$ cat src/rtl/sram_ctrl_pkg.sv
// rtl/sram_ctrl_pkg.sv - shared constants and FSM state type for the SRAM array controller
// Purpose: array geometry defaults and the controller state encoding, imported by
//          the interface, the init walker and the top.
// Ports: none (package).
package sram_ctrl_pkg;

  localparam int SRAM_ADDR_W = 10;
  localparam int SRAM_DATA_W = 64;

  // INIT is the address-setup cycle of a clear-walk word; it is followed by the
  // same WRITE/HOLD pair that a normal write uses.
  typedef enum logic [2:0] {
    IDLE,
    INIT,
    SETUP,
    WRITE,
    HOLD,
    SENSE,
    CAPTURE,
    RESP
  } sram_state_e;

endpackage

$ cat src/rtl/sram_array_ctrl_if.sv
// rtl/sram_array_ctrl_if.sv - request/response/status bundle of sram_array_ctrl
// Purpose: groups the requester-facing signals of the SRAM array controller.
// Signals:
//   req_valid/req_ready/req_we/req_addr/req_wdata  single-word request channel
//   rsp_valid/rsp_ready/rsp_rdata                  read response channel
//   busy, init_done                                controller status
// Modports: master = requester side, slave = controller side.
interface sram_array_ctrl_if
  import sram_ctrl_pkg::*;
#(
  parameter int ADDR_W = SRAM_ADDR_W,
  parameter int DATA_W = SRAM_DATA_W
) ();

  logic              req_valid;
  logic              req_ready;
  logic              req_we;
  logic [ADDR_W-1:0] req_addr;
  logic [DATA_W-1:0] req_wdata;
  logic              rsp_valid;
  logic              rsp_ready;
  logic [DATA_W-1:0] rsp_rdata;
  logic              busy;
  logic              init_done;

  modport master (
    output req_valid, req_we, req_addr, req_wdata, rsp_ready,
    input  req_ready, rsp_valid, rsp_rdata, busy, init_done
  );

  modport slave (
    input  req_valid, req_we, req_addr, req_wdata, rsp_ready,
    output req_ready, rsp_valid, rsp_rdata, busy, init_done
  );

endinterface

$ cat src/rtl/sram_init_walker.sv
// rtl/sram_init_walker.sv - address counter and done flag for the post-reset clear walk
// Purpose: tracks which word the clear walk is on and when the last word has been written.
// Ports:
//   clk, rst       clock, synchronous active-high reset (restarts the walk at 0)
//   step_i         pulse in the HOLD cycle of each walked word
//   next_addr_o    address of the following word
//   last_o         current word is the top address
//   done_o         walk finished; stays high until reset
module sram_init_walker
  import sram_ctrl_pkg::*;
#(
  parameter int ADDR_W = SRAM_ADDR_W
) (
  input  logic              clk,
  input  logic              rst,
  input  logic              step_i,
  output logic [ADDR_W-1:0] next_addr_o,
  output logic              last_o,
  output logic              done_o
);

  logic [ADDR_W-1:0] addr_q;
  logic              done_q;

  always_ff @(posedge clk) begin
    if (rst) begin
      addr_q <= '0;
      done_q <= 1'b0;
    end else if (step_i && !done_q) begin
      if (last_o) begin
        done_q <= 1'b1;
      end else begin
        addr_q <= addr_q + 1'b1;
      end
    end
  end

  assign next_addr_o = addr_q + 1'b1;
  assign last_o      = &addr_q;
  assign done_o      = done_q;

endmodule

$ cat src/rtl/sram_array_ctrl.sv
// rtl/sram_array_ctrl.sv - single-word request sequencer for the compiled SRAM array
// Purpose: accepts one read/write at a time, drives the array address/data/strobe
//          pins with setup and hold cycles, captures dout and returns read data.
// Ports:
//   clk, rst          clock, synchronous active-high reset
//   bus (slave)       request channel, read response channel, busy/init_done status
//   sram_addr/din     array address and write data buses
//   sram_dout         array read data bus
//   sram_write_en     array write strobe
//   sram_sense_en     array sense-amp enable
// Build option: SRAM_ARRAY_CTRL_INIT_CLEAR_EN adds a post-reset walk writing 0 to
//               every word before requests are accepted.
module sram_array_ctrl
  import sram_ctrl_pkg::*;
#(
  parameter int ADDR_W       = SRAM_ADDR_W,
  parameter int DATA_W       = SRAM_DATA_W,
  parameter int SENSE_CYCLES = 1  // legal range 1..4
) (
  input  logic              clk,
  input  logic              rst,
  sram_array_ctrl_if.slave  bus,
  output logic [ADDR_W-1:0] sram_addr,
  output logic [DATA_W-1:0] sram_din,
  input  logic [DATA_W-1:0] sram_dout,
  output logic              sram_write_en,
  output logic              sram_sense_en
);

`ifdef SRAM_ARRAY_CTRL_INIT_CLEAR_EN
  localparam sram_state_e RESET_STATE = INIT;
`else
  localparam sram_state_e RESET_STATE = IDLE;
`endif

  sram_state_e       state_q, state_d;
  logic              we_q, we_d;
  logic [2:0]        sense_cnt_q, sense_cnt_d;
  logic [ADDR_W-1:0] sram_addr_q, sram_addr_d;
  logic [DATA_W-1:0] sram_din_q, sram_din_d;
  logic [DATA_W-1:0] rsp_rdata_q, rsp_rdata_d;
  logic              write_en_q, sense_en_q, rsp_valid_q, busy_q, req_ready_q;
  logic              init_done, init_done_d;

`ifdef SRAM_ARRAY_CTRL_INIT_CLEAR_EN
  logic              walk_step, walk_last, walk_done;
  logic [ADDR_W-1:0] walk_next_addr;

  sram_init_walker #(.ADDR_W(ADDR_W)) u_walker (
    .clk        (clk),
    .rst        (rst),
    .step_i     (walk_step),
    .next_addr_o(walk_next_addr),
    .last_o     (walk_last),
    .done_o     (walk_done)
  );

  assign init_done = walk_done;
`else
  assign init_done = 1'b1;
`endif

  always_comb begin
    state_d     = state_q;
    we_d        = we_q;
    sense_cnt_d = sense_cnt_q;
    sram_addr_d = sram_addr_q;
    sram_din_d  = sram_din_q;
    rsp_rdata_d = rsp_rdata_q;
    init_done_d = init_done;
`ifdef SRAM_ARRAY_CTRL_INIT_CLEAR_EN
    walk_step   = 1'b0;
`endif
    case (state_q)
      IDLE: begin
        // req_ready_q already folds in init_done, so it alone qualifies the handshake.
        if (bus.req_valid && req_ready_q) begin
          sram_addr_d = bus.req_addr;
          if (bus.req_we) begin
            sram_din_d = bus.req_wdata;
          end
          we_d    = bus.req_we;
          state_d = SETUP;
        end
      end
      INIT: state_d = WRITE;
      SETUP: begin
        if (we_q) begin
          state_d = WRITE;
        end else begin
          sense_cnt_d = 3'(SENSE_CYCLES - 1);
          state_d     = SENSE;
        end
      end
      WRITE: state_d = HOLD;
      HOLD: begin
`ifdef SRAM_ARRAY_CTRL_INIT_CLEAR_EN
        if (!init_done) begin
          walk_step = 1'b1;
          if (walk_last) begin
            state_d     = IDLE;
            init_done_d = 1'b1;
          end else begin
            // din stays at its reset value of 0 for the whole walk.
            sram_addr_d = walk_next_addr;
            state_d     = INIT;
          end
        end else begin
          state_d = IDLE;
        end
`else
        state_d = IDLE;
`endif
      end
      SENSE: begin
        if (sense_cnt_q == 3'd0) begin
          state_d = CAPTURE;
        end else begin
          sense_cnt_d = sense_cnt_q - 3'd1;
        end
      end
      CAPTURE: begin
        rsp_rdata_d = sram_dout;
        state_d     = RESP;
      end
      RESP: begin
        if (rsp_valid_q && bus.rsp_ready) begin
          state_d = IDLE;
        end
      end
      default: state_d = IDLE;
    endcase
  end

  // Every output is a register loaded from the next state, so strobes and
  // status line up exactly with the state they belong to.
  always_ff @(posedge clk) begin
    if (rst) begin
      state_q     <= RESET_STATE;
      we_q        <= 1'b0;
      sense_cnt_q <= 3'd0;
      sram_addr_q <= '0;
      sram_din_q  <= '0;
      rsp_rdata_q <= '0;
      write_en_q  <= 1'b0;
      sense_en_q  <= 1'b0;
      rsp_valid_q <= 1'b0;
      busy_q      <= (RESET_STATE != IDLE);
      req_ready_q <= (RESET_STATE == IDLE);
    end else begin
      state_q     <= state_d;
      we_q        <= we_d;
      sense_cnt_q <= sense_cnt_d;
      sram_addr_q <= sram_addr_d;
      sram_din_q  <= sram_din_d;
      rsp_rdata_q <= rsp_rdata_d;
      write_en_q  <= (state_d == WRITE);
      sense_en_q  <= (state_d == SENSE);
      rsp_valid_q <= (state_d == RESP);
      busy_q      <= (state_d != IDLE);
      req_ready_q <= (state_d == IDLE) && init_done_d;
    end
  end

  assign sram_addr     = sram_addr_q;
  assign sram_din      = sram_din_q;
  assign sram_write_en = write_en_q;
  assign sram_sense_en = sense_en_q;
  assign bus.req_ready = req_ready_q;
  assign bus.rsp_valid = rsp_valid_q;
  assign bus.rsp_rdata = rsp_rdata_q;
  assign bus.busy      = busy_q;
  assign bus.init_done = init_done;

endmodule

$ cat src/flat_wrapper.sv
// flat-port wrapper written by rule: the top's interface ports become plain ports
module sram_array_ctrl_flat import sram_ctrl_pkg::*;
#(
  parameter int ADDR_W       = SRAM_ADDR_W,
  parameter int DATA_W       = SRAM_DATA_W,
  parameter int SENSE_CYCLES = 1                     
)
  (clk, rst, sram_addr, sram_din, sram_dout, sram_write_en, sram_sense_en, bus_req_valid, bus_req_we, bus_req_addr, bus_req_wdata, bus_rsp_ready, bus_req_ready, bus_rsp_valid, bus_rsp_rdata, bus_busy, bus_init_done);
  sram_array_ctrl_if #(.ADDR_W(ADDR_W), .DATA_W(DATA_W)) bus_i ();
  input  logic clk;
  input  logic rst;
  output logic [ADDR_W-1:0] sram_addr;
  output logic [DATA_W-1:0] sram_din;
  input  logic [DATA_W-1:0] sram_dout;
  output logic sram_write_en;
  output logic sram_sense_en;
  input wire logic [$bits(bus_i.req_valid)-1:0] bus_req_valid;
  input wire logic [$bits(bus_i.req_we)-1:0] bus_req_we;
  input wire logic [$bits(bus_i.req_addr)-1:0] bus_req_addr;
  input wire logic [$bits(bus_i.req_wdata)-1:0] bus_req_wdata;
  input wire logic [$bits(bus_i.rsp_ready)-1:0] bus_rsp_ready;
  output wire logic [$bits(bus_i.req_ready)-1:0] bus_req_ready;
  output wire logic [$bits(bus_i.rsp_valid)-1:0] bus_rsp_valid;
  output wire logic [$bits(bus_i.rsp_rdata)-1:0] bus_rsp_rdata;
  output wire logic [$bits(bus_i.busy)-1:0] bus_busy;
  output wire logic [$bits(bus_i.init_done)-1:0] bus_init_done;
  assign bus_i.req_valid = bus_req_valid;
  assign bus_i.req_we = bus_req_we;
  assign bus_i.req_addr = bus_req_addr;
  assign bus_i.req_wdata = bus_req_wdata;
  assign bus_i.rsp_ready = bus_rsp_ready;
  assign bus_req_ready = bus_i.req_ready;
  assign bus_rsp_valid = bus_i.rsp_valid;
  assign bus_rsp_rdata = bus_i.rsp_rdata;
  assign bus_busy = bus_i.busy;
  assign bus_init_done = bus_i.init_done;
  sram_array_ctrl #(.ADDR_W(ADDR_W), .DATA_W(DATA_W), .SENSE_CYCLES(SENSE_CYCLES)) u_core (.clk(clk), .rst(rst), .bus(bus_i), .sram_addr(sram_addr), .sram_din(sram_din), .sram_dout(sram_dout), .sram_write_en(sram_write_en), .sram_sense_en(sram_sense_en));
endmodule
$ cat config.mk
export PLATFORM = sky130hd
export DESIGN_NAME = sram_array_ctrl_flat
export DESIGN_NICKNAME = d
export VERILOG_FILES = /design/src/rtl/sram_ctrl_pkg.sv /design/src/rtl/sram_array_ctrl_if.sv /design/src/rtl/sram_init_walker.sv /design/src/rtl/sram_array_ctrl.sv /design/src/flat_wrapper.sv
export SDC_FILE = /design/constraint.sdc
export NUM_CORES = 1
export LEC_CHECK = 0
export ABC_AREA = 1
export CORE_MARGIN = 3
export CORE_UTILIZATION = 42
export DETAILED_ROUTE_END_ITERATION = 8
export HOLD_SLACK_MARGIN = 0.03
export PLACE_DENSITY = 0.85
export SKIP_LAST_GASP = 1
export SYNTH_ARGS = -nofsm -noshare
export SYNTH_HDL_FRONTEND = slang
export SYNTH_SLANG_ARGS = --single-unit
$ cat constraint.sdc
create_clock -name clk -period 2.2 [get_ports clk]
set_input_delay 0.55 -clock clk [delete_from_list [all_inputs] [get_ports clk]]
set_output_delay 0.55 -clock clk [all_outputs]
set_load 0.005 [all_outputs]
* Yosys cells after proc, flatten, opt, wreduce, memory -nomap -nowiden
Index checks and enable logic that the tools add are counted.
Storage, ports and cells: register bits 150, bits of input ports 143, output and inout bits 144, word-level logic and storage cells 42
Operators by class: add/subtract/negate cells 1, eq/ne operators 12, multiplexer cells 8, reduce and logical (&&, ||, !) cells 10
Operators with widths (number):
- $pmux 3 s8 | 1
- $eq 3x3->1 const B | 6
- $mux 3 | 6
- $eq 3x2->1 const B | 3
- $logic_not 3->1 | 3
- $pmux 3 s2 | 1
- $reduce_and 3->1 | 2
- $ne 2x2->1 const B | 2
- $eq 3x1->1 const B | 1
- $reduce_bool 3->1 | 1
- $sub 3x1->3 const B | 1
- $logic_and 1x1->1 | 2
- $reduce_and 2->1 | 1
- $reduce_bool 2->1 | 1

* Logic depth before layout (Yosys ltp)
depth after elaboration 4, gate-level depth with buffers 10, gate-level depth less buffers 10

* Least setup slack after synthesis
OpenSTA, ideal clock, no wires.
path kind input to register, start point input bus_req_valid, end point register u_core.sram_din_q[10], in the netlist u_core.sram_din[10], library setup time 113 ps, arrival 1211 ps, data required time 2087 ps, path slack 876 ps, cell stages on the path 7, path buffers 2, cells stage by stage nand2_1 inv_1 nand4_2 buf_4 buf_6 o21ai_1 nor2_1
Between the ends: longest elaborated chain between the ends 2
Ends and longest elaborated chain:
- start, declared | line flat_wrapper.sv:17 | input wire logic [$bits(bus_i.req_valid)-1:0] bus_req_valid;
- $logic_and 1x1->1 | line sram_array_ctrl.sv:77 | if (bus.req_valid && req_ready_q) begin
- $reduce_and 3->1 (no line)
- end signal, assigned | line sram_array_ctrl.sv:155 | sram_din_q <= sram_din_d;
- end, declared | line sram_array_ctrl.sv:40 | logic [DATA_W-1:0] sram_din_q, sram_din_d;
Every way passes these cells. A chain may end at the register's enable or synchronous reset.

* Final worst setup path
start point register u_core.rsp_rdata_q[57], in the netlist u_core.bus.rsp_rdata[57], end point output bus_rsp_rdata[57]
RTL lines:
- start, declared | line sram_array_ctrl.sv:41 | logic [DATA_W-1:0] rsp_rdata_q, rsp_rdata_d;
- start signal, assigned | line sram_array_ctrl.sv:156 | rsp_rdata_q <= rsp_rdata_d;
- end, declared | line flat_wrapper.sv:24 | output wire logic [$bits(bus_i.rsp_rdata)-1:0] bus_rsp_rdata;
No word-level cell between the ends.

==> impl_metrics.env <==
export IMPL_rsz0062_at_grt="no"
export IMPL_sw_frac_of_total=0.275
export IMPL_grt_pass1_vias=5325
export IMPL_crit_cells=1
export IMPL_worstPathRequired_ns=1.65
export IMPL_synth_area_top_cells="dfxtp_1 56%, nor2_1 19%, o21ai_1 6.5%, o21ai_0 6.4%, buf_6 2.3%"
export IMPL_internal_power_mw=7.04
export IMPL_fin_area_um2=9010
export IMPL_grt_max_degree=65
export IMPL_port_buffers=285
export IMPL_die_height_um=119
export IMPL_first_pass_iters=5
export IMPL_seq_power_share=0.368
export IMPL_p_leak_nw=3.64
export IMPL_maxCapViolCount=0
export IMPL_clk_latency_ns=0.41
export IMPL_yosysWarnings=0
export IMPL_slowest_stage="clkdlybuf4s50_1"
export IMPL_powerDensity_nw_per_um2=1080
export IMPL_drive_gt1_frac=0.0504
export IMPL_ys_types=19
export IMPL_fin_skew_ns=0.00585
export IMPL_p_clk_frac=0.345
export IMPL_syn2layout_area_growth_pct=67.5
export IMPL_multi_input_area_um2=1990
export IMPL_synthFlopType="dfxtp_1"
export IMPL_cts_resized=0
export IMPL_setup_slack_ns=0.341
export IMPL_fin_nets=1104
export IMPL_reg2regPathDepth=5
export IMPL_power_mw=9.71
export IMPL_root_buffer="clkbuf_16"
export IMPL_core_um2=12300
export IMPL_seq_area_um2=3000
export IMPL_cts_tree="done"
export IMPL_grt_overflow=0
export IMPL_io_pins=287
export IMPL_wl_per_cell_um=14.8
export IMPL_async_reset_ff_frac=0
export IMPL_synth_edf_count=0
export IMPL_detail_route_antenna_nets=0
export IMPL_min_path_type="flip-flop to flip-flop"
export IMPL_worstReg2RegEnd="u_core.bus.rsp_rdata[47]$_SDFFE_PP0N_"
export IMPL_rows=40
export IMPL_ff2ff_setup_slack_ns=0.58
export IMPL_cts_setup_buffers=0
export IMPL_gp_congestion=0.800
export IMPL_start_kind="flip-flop"
export IMPL_drv_slew=0
export IMPL_yosysTopAreaCellShare=0.558
export IMPL_die_w_um=119
export IMPL_timing_rr_start="u_core.state_q[1]$_SDFF_PP0_"
export IMPL_n_fill_cell=904
export IMPL_combPwrFrac=0.286
export IMPL_syn_inst=686
export IMPL_routed_wirelength_um=16900
export IMPL_final_hold_viol_count=0
export IMPL_post_route_period_util=0.845
export IMPL_status="complete, no violations"
export IMPL_max_stage_delay_ns=0.53
export IMPL_cts_buffers=17
export IMPL_seq_area_frac_synth=0.558
export IMPL_htreeDepth=4
export IMPL_ir_drop_mv=0.679
export IMPL_worst_pin_slew_ns=0.577
export IMPL_synthTopCellsByCount="270 x nor2_1, 150 x dfxtp_1, 70 x o21ai_1"
export IMPL_cts_hold_buf=0
export IMPL_setup_tns_ns=0
export IMPL_antenna_found_initial=0
export IMPL_cp_top_family="buffers and inverters"
export IMPL_synth_top_cell_by_area="dfxtp_1"
export IMPL_grt_usage=0.237
export IMPL_drt_iter0_markers=363
export IMPL_fin_hold_ws_ns=0.446
export IMPL_clockBufferDepth=2
export IMPL_dpl_instance_area_um2=8320
export IMPL_path_clk_slew_ns=0.06
export IMPL_synth_seq_cells=150
export IMPL_cts_sinks=150
export IMPL_cp_end_kind="output port"
export IMPL_crit_start="u_core.bus.rsp_rdata[57]$_SDFFE_PP0N_"
export IMPL_fp_dieArea_um2=14200
export IMPL_critical_path_endpoint="bus_rsp_rdata[57]"
export IMPL_worst_path_buf_inv=1
export IMPL_setup_violations=0
export IMPL_post_dp_hpwl_um=11700
export IMPL_floorplan_initialDensity=0.439
export IMPL_synth_avg_cell_area_um2=7.84
export IMPL_power_switching_mw=2.67
export IMPL_maxSlewHeadroom=0.615
export IMPL_synthesis_nets=831
export IMPL_vias_per_cell=4.81
export IMPL_cp_max_fo=2
export IMPL_synthesis_area_um2=5380
export IMPL_vias=5488
export IMPL_arrival_ns=1.31
export IMPL_yosysMostFrequentCell="nor2_1"
export IMPL_critical_path_class="flip-flop to output port"
export IMPL_grt_pass1_wl_um=27000
export IMPL_fin_crit_ns=1.86
export IMPL_post_place_ws_ns=0.239
export IMPL_fmax_mhz=538
export IMPL_cp_cell_sequence="clkdlybuf4s50_1"
export IMPL_antenna_cells=0
export IMPL_drcViolationCount=0
registers in the layout (all words and copies together) (netlist names), 3 cells and up:
| register | count |
|---|---|
| u_core.state_q | 3 |
| u_core.sram_din | 64 |
| u_core.bus.rsp_rdata | 64 |
| u_core.sram_addr | 10 |
| u_core.sense_cnt_q | 3 |
metal layers:
metal | part of all wire | wire [um] | up-vias | global-route usage
li1 | - | - | 2734 | -
met1 | 0.39 | 6620 | 2514 | 0.266
met2 | 0.49 | 8360 | 231 | 0.406
met3 | 0.11 | 1780 | 9 | 0.104
met4 | 0.0090 | 153 | 0 | 0.0673
met5 | 0 | 0 | - | 0
power groups by stage:
stage	sequential, mW	clock (mW)	combinational [mW]
4_1_cts	3.57	3.42	2.80
2_1_floorplan	3.65	0	1.19
3_3_place_gp	3.60	0	2.71
5_1_grt	3.64	3.55	3.05
6_report	3.57	3.35	2.78
3_5_place_dp	3.62	0	2.76
metrics by stage:
stage,util,cells
floorplan,-,686
global route,0.734,1140
finish,0.734,1140
CTS,0.734,1140
detailed placement,0.679,1108
global placement,0.679,1108
placed cells by master, fill, tap and decap left out:
cell	instances
ha_1	2
clkbuf_16	17
inv_1	25
buf_4	8
clkinv_2	5
nand3_1	13
inv_2	2
bufinv_16	7
clkbuf_1	1
nor3_1	1
dfxtp_1	150
nand4_2	1
clkinvlp_4	1
a21oi_1	14
conb_1	1
nor2_4	1
nor2_1	270
xnor2_1	1
o21ai_0	69
clkinv_4	2
o21ai_1	70
clkdlybuf4s50_1	285
buf_12	5
nand2_1	21
logic make-up (layout without fill, tap and decap cells):
kind of cell    after synthesis  in the layout  share of synthesized area
compound gates              153            153                      0.142
xor+xnor                      1              1                    0.00163
fa+ha+maj                     2              2                    0.00465
buf+inv                      72            358                     0.0726
flops                       150            150                      0.558
other cells                   1              1                   0.000697
simple gates                307            307                      0.220
final cells by class:
class                           count  share of cell area
Inverter                           28              0.0118
Tap cell                          168              0.0233
Timing Repair Buffer              298               0.335
Clock inverter                     14              0.0283
Sequential cell                   150               0.333
Clock buffer                       18              0.0477
Multi-Input combinational cell    464               0.221
worst min-delay path by stage:
stage	startpoint	end	cells past startpoint
floorplan	u_core.sense_cnt_q[1]$_SDFFE_PP0P_	u_core.sense_cnt_q[1]$_SDFFE_PP0P_	2
global placement	u_core.sram_addr[1]$_SDFFE_PP0P_	u_core.sram_addr[1]$_SDFFE_PP0P_	2
detailed placement	u_core.sram_addr[9]$_SDFFE_PP0P_	u_core.sram_addr[9]$_SDFFE_PP0P_	2
CTS	u_core.sram_addr[9]$_SDFFE_PP0P_	u_core.sram_addr[9]$_SDFFE_PP0P_	2
global route	u_core.sram_addr[1]$_SDFFE_PP0P_	u_core.sram_addr[1]$_SDFFE_PP0P_	2
finish	u_core.sram_addr[1]$_SDFFE_PP0P_	u_core.sram_addr[1]$_SDFFE_PP0P_	2
Power figures use the tool's default switching activity.
